`src/rtl/tx_escaper.sv`:
```
// Transmit-path escaper: turns upstream words into a continuous line stream,
// filling gaps with IDLE_WORD and escaping payload words that collide with IDLE/ESC.
module tx_escaper #(
  parameter int unsigned                WR_WIDTH  = 12,
  parameter logic [WR_WIDTH-1:0]        IDLE_WORD = 12'h7FE,
  parameter logic [WR_WIDTH-1:0]        ESC_WORD  = 12'h7FD,
  parameter logic [WR_WIDTH-1:0]        ESC_MASK  = 12'h020,
  parameter int unsigned                CNT_WIDTH = 16
) (
  input  logic                  clock,
  input  logic                  reset_n,
  input  logic                  in_enable,
  input  logic                  in_en,
  input  logic [WR_WIDTH-1:0]   in_data,
  output logic                  out_idle,
  output logic [WR_WIDTH-1:0]   out_data,
  output logic                  out_err,
  output logic [CNT_WIDTH-1:0]  esc_cnt
);

  typedef enum logic {
    NORMAL = 1'b0,
    ESC2   = 1'b1
  } state_t;

  state_t                 state_q;
  logic [WR_WIDTH-1:0]    out_data_q;
  logic [WR_WIDTH-1:0]    pend_data_q;
  logic                   out_err_q;
  logic [CNT_WIDTH-1:0]   esc_cnt_q;
  logic                   collide;

  // Ready depends only on the state register so the upstream valid cannot loop back.
  assign out_idle = (state_q == NORMAL);
  assign collide  = (in_data == IDLE_WORD) || (in_data == ESC_WORD);

  always_ff @(posedge clock or negedge reset_n) begin
    if (!reset_n) begin
      state_q     <= NORMAL;
      out_data_q  <= IDLE_WORD;
      pend_data_q <= '0;
      out_err_q   <= 1'b0;
      esc_cnt_q   <= '0;
    end else if (in_enable) begin
      case (state_q)
        NORMAL: begin
          if (in_en) begin
            if (collide) begin
              out_data_q  <= ESC_WORD;
              pend_data_q <= in_data ^ ESC_MASK;
              state_q     <= ESC2;
              if (esc_cnt_q != '1) begin
                esc_cnt_q <= esc_cnt_q + 1'b1;
              end
            end else begin
              out_data_q <= in_data;
            end
          end else begin
            out_data_q <= IDLE_WORD;
          end
        end
        ESC2: begin
          out_data_q <= pend_data_q;
          state_q    <= NORMAL;
          if (in_en) begin
            out_err_q <= 1'b1;
          end
        end
        default: begin
          state_q <= NORMAL;
        end
      endcase
    end
  end

  assign out_data = out_data_q;
  assign out_err  = out_err_q;
  assign esc_cnt  = esc_cnt_q;

endmodule

```
`config.mk`:
```
export PLATFORM = sky130hd
export DESIGN_NAME = tx_escaper
export DESIGN_NICKNAME = d
export VERILOG_FILES = /design/src/rtl/tx_escaper.sv
export SDC_FILE = /design/constraint.sdc
export NUM_CORES = 1
export LEC_CHECK = 0
export CAP_MARGIN = 10
export CORE_MARGIN = 2
export CORE_UTILIZATION = 37
export CTS_BUF_LIST = sky130_fd_sc_hd__clkbuf_16
export CTS_CLUSTER_DIAMETER = 80
export DETAILED_ROUTE_END_ITERATION = 12
export GPL_TIMING_DRIVEN = 0
export HOLD_SLACK_MARGIN = 0.05
export SLEW_MARGIN = 20
export SYNTH_ARGS = -nofsm -noshare
export SYNTH_HDL_FRONTEND = slang
export SYNTH_SLANG_ARGS = --single-unit
```
`constraint.sdc`:
```
create_clock -name clock -period 4.4 [get_ports clock]
set_clock_uncertainty 0.1 [all_clocks]
set_input_delay 0.88 -clock clock [delete_from_list [all_inputs] [get_ports clock]]
set_output_delay 0.88 -clock clock [all_outputs]
set_load 0.01 [all_outputs]
```
# [Word level (Yosys, flattened, before mapping)]
# Cells that the tools add are included.
# W data, S select, Z words.
[totals] regBits=42 input_bits=16 output_inout_bits=30
[classes] n_addsub=1 n_eq_ne=3 muxes=6 bitwise_logic=2 n_reduce_logical=4
[ops] operator="$eq A12 B11 Y1 const B" count=2
[ops] operator="$mux W12" count=2
[ops] operator="$pmux W12 S2" count=1
[ops] operator="$add A16 B1 Y16 const B" count=1
[ops] operator="$ne A16 B16 Y1 const B" count=1
[ops] operator="$reduce_and A5 Y1" count=1
[ops] operator="$reduce_and A4 Y1" count=1
[ops] operator="$reduce_and A3 Y1" count=1
[ops] operator="$mux W1" count=2
[ops] operator="$not A1 Y1" count=2
[ops] operator="$pmux W1 S2" count=1
[ops] operator="$logic_or A1 B1 Y1" count=1

# [Longest topological paths before layout]
[logic_depth] word_depth=5 mapped_depth=7 depth_no_buf=6

# [Worst setup path before layout]
# No wires, ideal clock.
[synth_timing] path_kind="input-to-reg" startpoint="in in_data[11]" endpoint="reg esc_cnt_q[15], in the netlist esc_cnt[15]" setup_ns=0.079 t_arrival_ns=2.408 t_required_ns=4.221 path_slack_ns=1.813 cell_stages=5 cell_sequence="nand2b_4 -> or4_1 -> or4_4 -> nor3_2 -> xor2_1"
[synth_between] elab_chain_cells=3 elab_cells_between_ends=4
[synth_rtl] element="start: declaration" line_no="14" text="input logic [WR_WIDTH-1:0] in_data,"
[synth_rtl] element="$eq A12 B11 Y1" line_no="35" text="assign collide = (in_data == IDLE_WORD) || (in_data == ESC_WORD);"
[synth_rtl] element="$logic_or A1 B1 Y1 (*)" line_no="35"
[synth_rtl] element="$reduce_and A5 Y1 (no source line) (*)"
[synth_rtl] element="end signal: assignment" line_no="53" text="esc_cnt_q <= esc_cnt_q + 1'b1;"
[synth_rtl] element="end: declaration" line_no="30" text="logic [CNT_WIDTH-1:0] esc_cnt_q;"
# Every way passes the cells marked *; elsewhere a longest branch is shown, timed or not.
# A chain may end at the register's enable or synchronous reset.

# [Final worst setup path]
[layout_timing] startpoint="in in_data[8]" endpoint="reg esc_cnt_q[1], in the netlist esc_cnt[1]"
# Same word-level chain as after synthesis.

==> results.md <==
- Antenna diodes: 0
- Max H-tree Level: 2
- Clk sinks: 42
- Yosys cell types: 32
- Asr flop ratio synth: 100.0%
- HP Start: pend_data_q[4]
- Net Count, Synth: 192
- TritonCTS clock tree: built
- WL per Instance: 13.74 µm
- # setup viols final: 0
- Seq. cell area: 1064 µm²
- Final Util: 51.17%
- Crit path DAT: 3080 ps
- Clock transition at path regs: 60 ps
- Ratio of cells with drive above 1 in the final layout: 14.98%
- Mapped Avg Cell Area: 10.87 µm²
- Clock Path Buffers: 2
- Netlist Area Pre-Place: 1902 µm²
- Peak VDD IR: 206.4 µV
- Cell area after layout: 2580 µm²
- Max-Cap Viols: 0
- Rows: 26
- Final Critical Period: 3012 ps
- Crit path launch: in_data[8]
- Clk pwr share: 41.2%
- Period utilisation layout: 68.45%
- CP cell instances: clkdlybuf4s50_1 -> nand4_1 -> or4_1 -> nor3_1 -> mux2_2
- Post-cts resize count: 0
- Reg-to-reg startpoint: esc_cnt[0]
- FILL cells: 484
- Sw frac: 21.44%
- Slew @ Worst Pin: 959.4 ps
- # nets final: 244
- Hold Path Depth: 1
- Leakage power: 1.111 nW
- CTS Root Buffer Type: clkbuf_16
- Slowest cell delay on critical path: 580 ps
- DR vias: 1431
- WS Path Type: input port to flip-flop
- CP Max Fanout: 4
- Initial antenna violation count: 0
- Startpoint Class: input port
- Die X: 75.70 µm
- CP Capture Type: flip-flop
- Commonest non-fill, non-tap cells in the layout: 43 x clkdlybuf4s50_1, 32 x dfrtp_1, 18 x nand2_1, 14 x o21ai_0, 11 x mux2_2
- Starting Density: 37.72%
- Setup TNS: 0 ps
- Final Hold Fails: 0
- Global-route wire length before repair: 6934 µm
- Ys flop type: dfrtp_1
- Leading post-synthesis cells by cell area: dfrtp_1 42%, dfstp_2 14%, mux2_2 6.5%, o21ai_0 3.7%, xnor2_1 3.7%
- Area occupied by multi-input gates: 793.3 µm²
- Post-synth top area share: 42.11%
- DP HPWL: 2935 µm
- Net Sw Power: 178.8 µW
- Most area-hungry cell type in the Yosys netlist: dfrtp_1
- Yosys Warn Count: 0
- Worst path required time: 4470 ps
- Full die area: 5730 µm²
- WL final: 4080 µm
- DRT Pass-1 Iters: 4
- DIE HEIGHT: 75.70 µm
- Max_slew headroom: 35.03%
- Pwr dens: 323.3 nW/µm²
- Comb pwr share: 9.6%
- Std-Cell Core Area: 5042 µm²
- DP Cell Count: 290
- Total Power: 834.0 µW
- Peak Freq: 332.0 MHz
- Worst-skew pair later-pin latency: 280 ps
- Unrepaired setup endpoints after global routing: false
- Hold/Removal Path Class: flip-flop to flip-flop
- Largest net degree at the start of global routing: 25
- Grt total ovfl: 0
- Status: finished clean
- Internal power: 655.2 µW
- EDFF count, synth: 0
- WHS: 366.0 ps
- Setup bufs post-CTS: 0
- DRC errors left: 0
- Hold Buf Count CTS: 0
- Synth-to-Final Area Change: 35.66%
- Placed cell areas: 2445 µm²
- Place WS: 1112 ps
- # IOs: 46
- Flop pwr share: 49.2%
- Non-filler cells, final: 297
- Total GRT Usage: 16.41%
- Most common cell after layout, fill and taps aside: clkdlybuf4s50_1
- Mapped Cells: 175
- Post-route setup slack: 1388 ps
- Average via count per standard cell: 4.818
- ANT nets after route: 0
- Yosys reg bits: 42
- Vias in the first global route: 1454
- Slowest cell on crit path: or4_1
- Port Buf Inserts: 44
- Clock buffer count from CTS: 5
- Post-synthesis sequential area ratio: 55.92%
- Count of pins over their slew limit: 0
- GPL Wtd Cong: 0.7781
- DRT iter0 DRCs: 45
- R2R depth: 6
[cell usage after synthesis, drive strengths merged (5+ instances only)]
library cell / n
clkbuf: 6
dfrtp: 32
dfstp: 10
inv: 6
mux2: 11
nand2: 18
nand2b: 9
nand3: 5
nand4: 6
nor2: 7
nor2b: 8
nor3: 6
o21ai: 14
xnor2: 8
xor2: 8
[flip-flops by register name (all words and copies together), names as in the netlist]
register,flops
pend_data_q,12
out_err,1
out_data,12
esc_cnt,16
state_q,1
[area by class of cell]
| class | count | share of cell area [%] |
|---|---|---|
| Inverter | 6 | 0.8729 |
| Multi-Input combinational cell | 121 | 30.75 |
| Clock buffer | 5 | 4.850 |
| Clock inverter | 2 | 0.3880 |
| Tap cell | 70 | 3.395 |
| Timing Repair Buffer | 45 | 17.65 |
| Sequential cell | 42 | 41.22 |
| Buffer | 6 | 0.8729 |
[routing by layer]
layer  global-route usage, %  vias to the layer above  part of all wire (%)
li1                        -                      696                     -
met2                   24.54                       45                    45
met3                   4.630                        4                   7.5
met4                   5.653                        0                  0.56
met5                       0                        -                     0
met1                   22.99                      686                    47
[power by group through the flow]
| stage | logic (mW) | registers, mW | clock network (mW) |
|---|---|---|---|
| global route | 0.0886 | 0.412 | 0.375 |
| detailed placement | 0.0814 | 0.417 | 0 |
| global placement | 0.0794 | 0.417 | 0 |
| CTS | 0.0817 | 0.411 | 0.353 |
| finish | 0.0797 | 0.410 | 0.344 |
| floorplan | 0.0236 | 0.423 | 0 |
[worst max-delay path: cells and delay by family]
family / cells / cell delay, ps
AND/OR/NAND/NOR: 3 / 1310
buffers and inverters: 1 / 490
multiplexers: 1 / 400
[cell families after synthesis]
group | count (synthesis) | share of synthesized area, %
AOI/OAI and AO/OA | 20 | 5.790
xor gates and xnor gates | 16 | 7.369
DFF | 42 | 55.92
buffers and inverters | 12 | 2.368
adders and majority gates | 1 | 0.6578
and+or+nand+nor | 73 | 21.38
muxes | 11 | 6.513
[path summary, 6_finish.rpt]
path | endpoint | slack [ps]
max | esc_cnt[1] | 1390
min | pend_data_q[4] | 370
max reg2reg | esc_cnt[9] | 1910
min reg2reg | pend_data_q[4] | 370
max in group asynchronous | out_data[3] | 3200
min in group asynchronous | out_data[11] | 440
Note: power is estimated with default switching activity, not from simulation.
